### config.mk
export PLATFORM = sky130hd
export DESIGN_NAME = frame_crc_parser
export DESIGN_NICKNAME = d
export VERILOG_FILES = /design/src/rtl/frame_crc_parser.sv
export SDC_FILE = /design/constraint.sdc
export NUM_CORES = 1
export LEC_CHECK = 0
export BUFFER_PORTS_ARGS = -buffer_cell sky130_fd_sc_hd__clkbuf_2
export CORE_MARGIN = 4
export CORE_UTILIZATION = 61
export DETAILED_ROUTE_END_ITERATION = 7
export PLACE_DENSITY_LB_ADDON = 0.05
export SYNTH_ARGS = -nofsm -noshare
export SYNTH_HDL_FRONTEND = slang
export SYNTH_SLANG_ARGS = --single-unit
### constraint.sdc
create_clock -name clk_in -period 4.5 [get_ports clk_in]
set_input_delay 0.225 -clock clk_in [delete_from_list [all_inputs] [get_ports clk_in]]
set_output_delay 0.225 -clock clk_in [all_outputs]
set_load 0.01 [all_outputs]
### src/rtl/frame_crc_parser.sv
// frame_crc_parser: hunts HEADER-led frames on a 16-bit stream, unpacks them and writes them to a FIFO.
// Define FRAME_CRC_CHECK_EN to verify each frame's CRC-16/CCITT-FALSE; otherwise the CRC word is ignored.
module frame_crc_parser #(
  parameter logic [15:0] HEADER = 16'hE0E0,
  parameter int MAX_WORDS = 8
) (
  input  logic         clk_in,
  input  logic         rst_n,
  input  logic [15:0]  data_in,
  output logic [139:0] data_to_fifo,
  output logic         fifo_w_enable,
  output logic         crc_err,
  output logic         crc_valid_o
);
  typedef enum logic [1:0] {IDLE, CTRL, PAYLOAD, CHECK} state_t;
  state_t state;
  logic [7:0] vld_ch;
  logic [3:0] len;
  logic [2:0] cnt;
  logic [127:0] payload;
  logic match;
  logic len_ok;
  assign len_ok = data_in[3:0] != 4'd0 && data_in[3:0] <= 4'(MAX_WORDS);
`ifdef FRAME_CRC_CHECK_EN
  logic [15:0] crc;
  function automatic logic [15:0] crc_fold(input logic [15:0] c, input logic [15:0] d);
    logic [15:0] r;
    r = c ^ d;
    for (int i = 0; i < 16; i++) r = r[15] ? {r[14:0], 1'b0} ^ 16'h1021 : {r[14:0], 1'b0};
    return r;
  endfunction
  assign match = data_in == crc;
  always_ff @(posedge clk_in or negedge rst_n)
    if (!rst_n) crc <= 16'hFFFF;
    else if (state == CTRL) crc <= 16'hFFFF;
    else if (state == PAYLOAD) crc <= crc_fold(crc, data_in);
`else
  assign match = 1'b1;
`endif
  always_ff @(posedge clk_in or negedge rst_n) begin
    if (!rst_n) begin
      state         <= IDLE;
      vld_ch        <= 8'd0;
      len           <= 4'd0;
      cnt           <= 3'd0;
      payload       <= 128'd0;
      data_to_fifo  <= 140'd0;
      fifo_w_enable <= 1'b0;
      crc_err       <= 1'b0;
      crc_valid_o   <= 1'b0;
    end else begin
      fifo_w_enable <= 1'b0;
      crc_err       <= 1'b0;
      crc_valid_o   <= 1'b0;
      case (state)
        IDLE: if (data_in == HEADER) state <= CTRL;
        CTRL: begin
          state   <= len_ok ? PAYLOAD : IDLE;
          vld_ch  <= data_in[15:8];
          len     <= data_in[3:0];
          cnt     <= 3'd0;
          payload <= 128'd0;
        end
        PAYLOAD: begin
          // word k lands at payload[127-16k -: 16]; ~cnt is 7-cnt
          payload[{~cnt, 4'b0} +: 16] <= data_in;
          cnt <= cnt + 3'd1;
          if ({1'b0, cnt} == len - 4'd1) state <= CHECK;
        end
        CHECK: begin
          state         <= IDLE;
          fifo_w_enable <= match;
          crc_valid_o   <= match;
          crc_err       <= ~match;
          if (match) data_to_fifo <= {vld_ch, len, payload};
        end
        default: state <= IDLE;
      endcase
    end
  end
endmodule

# [Word-level counts from Yosys, hierarchy flattened]
# Index checks and enable logic that the tools add are counted.
[classes] n_mux=8 bitwise_logic=1 order_cmp=1 shift=2 add_sub_neg=3 n_reduce_logical=5 eq_ne=7
[ops] operator="128-bit one-hot mux with 2 select lines" n=1
[ops] operator="128-bit bitwise mux" n=1
[ops] operator="16-bit by 9-bit variable shift with 128-bit output (first input constant)" n=1
[ops] operator="16-bit by 9-bit variable part select with 128-bit output" n=1
[ops] operator="16-bit equality test (second input constant)" n=1
[ops] operator="7-bit negator with 9-bit output" n=1
[ops] operator="2-bit one-hot mux with 4 select lines" n=1
[ops] operator="2-bit 2-to-1 mux" n=3
[ops] operator="3-bit one-hot mux with 2 select lines" n=1
[ops] operator="2-bit equality test (second input constant)" n=2
[ops] operator="3-bit by 4-bit equality test with 1-bit output" n=1
[ops] operator="4-bit less-or-equal comparator (second input constant)" n=1
[ops] operator="2-bit inequality test (second input constant)" n=2
[ops] operator="4-bit nonzero test" n=1
[ops] operator="4-bit by 1-bit subtractor with 4-bit output (second input constant)" n=1
[ops] operator="3-bit by 1-bit adder with 3-bit output (second input constant)" n=1
[ops] operator="3-bit inverter" n=1
[ops] operator="2-bit by 1-bit equality test with 1-bit output (second input constant)" n=1
[ops] operator="2-bit logical NOT" n=1
[ops] operator="2-bit AND reduction" n=1
[ops] operator="2-bit nonzero test" n=1
[ops] operator="1-bit logical AND" n=1
[ops] operator="1-bit 2-to-1 mux" n=1
[totals] wordCells=34 register_bits=286 output_inout_bits=143 in_bits=18

# [Logic depth before layout (Yosys ltp)]
[depth] depth_word=5 depth_mapped=9

# [Worst setup path after synthesis]
# No wires, ideal clock.
[synth_path] path_kind="flip-flop to flip-flop" from="reg cnt[0]" to="reg payload[89]" slack_ps=2538 path_stages_with_launch=9 period_less_slack_ps=1962 t_required_ps=4373 t_arrival_ps=1835 cell_sequence="dfrtp_1 -> ha_1 -> ha_1 -> nand2b_1 -> or2_1 -> clkbuf_1 -> buf_2 -> nand3_1 -> o21ai_0"
[synth_via] elab_chain_len=5 elab_cells_between_ends=6 classes_between="add/sub (1); shift (2); mux (2); bitwise (1)"
[synth_rtl] element="start, declared" line="19" text="logic [2:0] cnt;"
[synth_rtl] element="start signal, assigned" line="67" text="cnt <= cnt + 3'd1;"
[synth_rtl] element="3-bit inverter (*)" line="66" text="payload[{~cnt, 4'b0} +: 16] <= data_in;"
[synth_rtl] element="7-bit negator with 9-bit output (*)" line="66"
[synth_rtl] element="16-bit by 9-bit variable part select with 128-bit output / 16-bit by 9-bit variable shift with 128-bit output (equally long branches)" line="66"
[synth_rtl] element="128-bit bitwise mux (*)" line="66"
[synth_rtl] element="128-bit one-hot mux with 2 select lines (*)" line="55" text="case (state)"
[synth_rtl] element="end signal, assigned by index" line="66"
[synth_rtl] element="end, declared" line="20" text="logic [127:0] payload;"
# Mark *: on every way between the ends. The rest lies on a longest branch, timed or not.
# A chain may end at the register's enable or synchronous reset.

# [Worst setup path in the final report]
[layout_path] from="reg state[0]" to="reg payload[7]"
[layout_via] elab_chain_len=2 elab_cells_between_ends=4 classes_between="eq/ne (2); mux (1); reduce/logical (1)"
[layout_rtl] element="start, declared" line="16" text="state_t state;"
[layout_rtl] element="start signal, assigned" line="58" text="state <= len_ok ? PAYLOAD : IDLE;"
[layout_rtl] element="2-bit equality test / 2-bit by 1-bit equality test with 1-bit output (equally long branches)" line="55"
[layout_rtl] element="128-bit one-hot mux with 2 select lines / 2-bit nonzero test (equally long branches)"
# Parallel ways exist; a longest one is shown, timed or not.

==> impl_metrics.json <==
{
  "status": "finished clean",
  "post-place-cells": 1263,
  "yosys_warnings": 0,
  "fp.dieH_um": 144,
  "cts_tree": "built",
  "synth_top_area_share_pct": 63.8,
  "synth-seq-cells": 286,
  "final_cells": 1311,
  "synthXorXnorAreaFrac_pct": 0.469,
  "rsz0062_at_grt": "false",
  "drt_iter0_drc": 597,
  "avgRoutedWirePerCell_um": 19.5,
  "grt_max_degree": 110,
  "final-setup-viol-count": 0,
  "syn_area_mm2": 0.0112,
  "root_buffer": "clkbuf_16",
  "synth_largest_area_cell": "dfrtp_1",
  "min_from": "data_in[5]",
  "place.gp.congestion": 0.748,
  "p_comb_share_pct": 29.6,
  "arrival_ns": 3.27,
  "synth-simple-area-share_pct": 12.0,
  "port_buffers": 159,
  "clockPowerShare_pct": 25.8,
  "slew_violations": 0,
  "grt_first_pass_wirelength_mm": 40.9,
  "dr.pass1.iters": 5,
  "synth.distinct_cells": 30,
  "min_to": "payload[69]",
  "hold_violations": 0,
  "min_period_over_period_pct": 63.0,
  "intPower_mw": 5.69,
  "cts-buffers-inserted": 28,
  "p_seq_share_pct": 44.6,
  "drive_gt1_share_pct": 33.8,
  "pin_count": 161,
  "hold_depth": 3,
  "syn_inst": 936,
  "muxShareOfSynthArea_pct": 15.2,
  "finClkSkew_ns": 0.0152,
  "drt-total-wl_mm": 25.6,
  "required_ns": 4.93,
  "h-tree-depth": 1,
  "vias": 7399,
  "synth-compound-area-share_pct": 4.52,
  "setup.worst_path.end_class": "register",
  "r2r_slack_ns": 1.67,
  "timing.rr.start": "state[0]",
  "synth_top_family_by_area": "multiplexers",
  "drc": 0,
  "relSlewSlack_pct": 29.2,
  "areaGrowthSynthToFinish_pct": 15.6,
  "overflow": 0,
  "power_mw": 8.43,
  "synth_area_leaders": "dfrtp_1 64%, mux2_2 15%, nand2_1 6.9%, o21ai_0 3.7%, nand3_1 3.1%",
  "power_density_mw_per_mm2": 650,
  "cts_sinks": 286,
  "n_antenna_cell": 0,
  "yosysSeqAreaShare_pct": 63.8,
  "synth-adder-area-share_pct": 0.893,
  "max-cap-violations": 0,
  "grtUsageTotal_pct": 25.3,
  "nNetsFinal": 1091,
  "hpwl_mm": 15.8,
  "cts.clk_slew.worst_paths_ns": 0.06,
  "die-area_mm2": 0.0206,
  "critical_path_class": "reg -> reg",
  "core_mm2": 0.0180,
  "clk_latency_ns": 0.54,
  "start_kind": "register",
  "via_per_inst": 5.64,
  "timing.fmax_mhz": 353,
  "setup_tns_ns": 0,
  "syn_avg_cell_area_um2": 12.0,
  "mostFrequentLayoutCell": "dfrtp_1",
  "rr_worst_depth": 6,
  "fp.dieW_um": 144,
  "p_leak_nw": 6.43,
  "swShare_pct": 32.6,
  "fin_crit_ns": 2.83,
  "rr_endpoint": "payload[7]",
  "hold_path.class": "in -> reg",
  "synth_nets": 962,
  "worst-path-max-fanout": 90,
  "final_cell_mix": "286 x dfrtp_1, 207 x nand2_1, 158 x clkbuf_2, 150 x mux2_2, 84 x o21ai_0",
  "clockBufferDepth": 3,
  "tightest_slew_ns": 1.06,
  "start_util_pct": 62.2,
  "num_rows": 49,
  "grt_antenna_before_repair": 1,
  "p_switching_mw": 2.75,
  "grt_pass1_vias": 7347,
  "max-vdd-ir-drop_mv": 0.485,
  "postRouteAntennaNets": 0,
  "hold_slack_ns": 0.0829
}
==> power by group through the flow <==
stage          sequential (mW)  combinational [mW]  clock [mW]
6_report                  3.76                2.50        2.18
2_1_floorplan             3.96                1.32           0
3_5_place_dp              3.81                2.52           0
5_1_grt                   3.84                2.74        2.32
4_1_cts                   3.77                2.54        2.22
3_3_place_gp              3.77                2.47           0
==> worst max-delay path by stage <==
stage / from / cells past startpoint / endpoint
6_report: state[0] / 6 / payload[7]
5_1_grt: cnt[0] / 5 / payload[7]
4_1_cts: cnt[0] / 5 / payload[7]
3_5_place_dp: cnt[0] / 5 / payload[7]
3_3_place_gp: register / 6 / payload[38]
2_1_floorplan: cnt[0] / 8 / payload[89]
==> per-layer routing <==
layer  up-vias  part of all wire (%)  GRT usage [%]  wire (um)
met3        38                   6.5           4.93       1660
met5         -                     0              0          0
met2       235                    48           40.4      12100
li1       3410                     -              -          -
met4         0                   2.1           6.29        529
met1      3716                    44           36.6      11200
==> final cells by class <==
class	instances	area, um2
Clock buffer	40	817
Timing Repair Buffer	168	888
Fill cell	1305	5060
Inverter	6	22.5
Multi-Input combinational cell	575	3760
Tap cell	229	287
Clock inverter	7	37.5
Sequential cell	286	7160
==> cells in the mapped netlist <==
cell type  instances
a21oi_1            1
and3_1             1
and4_1             1
buf_1              7
buf_2             33
buf_4              4
clkbuf_1          25
conb_1             1
dfrtp_1          286
ha_1               8
inv_1              6
mux2_2           150
mux2i_1            2
nand2_1          207
nand2b_1          11
nand3_1           70
nand3b_1           1
nand4_1            2
nor2_1             6
nor2b_1            1
nor3_1             2
nor3_2             4
nor4_1             1
nor4b_4            1
o21ai_0           84
o21ai_1           13
o41ai_2            1
or2_1              1
xnor2_1            5
xor2_1             1
==> worst max-delay path, cell delays in order (launching register included) <==
cell and delay (ns):
dfrtp_1 0.45, inv_1 0.12, ha_1 0.39, nand2b_4 0.85, buf_4 0.53, nand2_1 0.09, o21ai_0 0.22
==> sequential cells by signal, summed over array words and instances (netlist names), named ones only <==
name and cells:
data_to_fifo 140, payload 128, vld_ch 8, len 4, cnt 3, crc_valid_o 1
state 1
==> stage by stage <==
stage          utilization, %  area (um2)  worst slack [ns]
2_1_floorplan               -       11200              2.54
3_3_place_gp             67.1       12100              1.79
3_5_place_dp             67.1       12100              1.68
4_1_cts                  71.9       13000              1.67
5_1_grt                  71.9       13000              1.41
6_report                 71.9       13000              1.67
==> cells by family after synthesis <==
kind of cell,count (synthesis)
simple gates,309
flops,286
mux,152
compound gates,99
buf+inv,75
fa+ha+maj,8
xor+xnor,6
other cells,1
==> repair_timing <==
| item | in CTS | in global routing |
|---|---|---|
| resized for setup | 0 | 0 |
| hold endpoints to repair | 106 | 0 |
| hold buffers | 1 | 0 |
| buffers inserted | 0 | 0 |
Note: power is estimated with default switching activity, not from simulation.
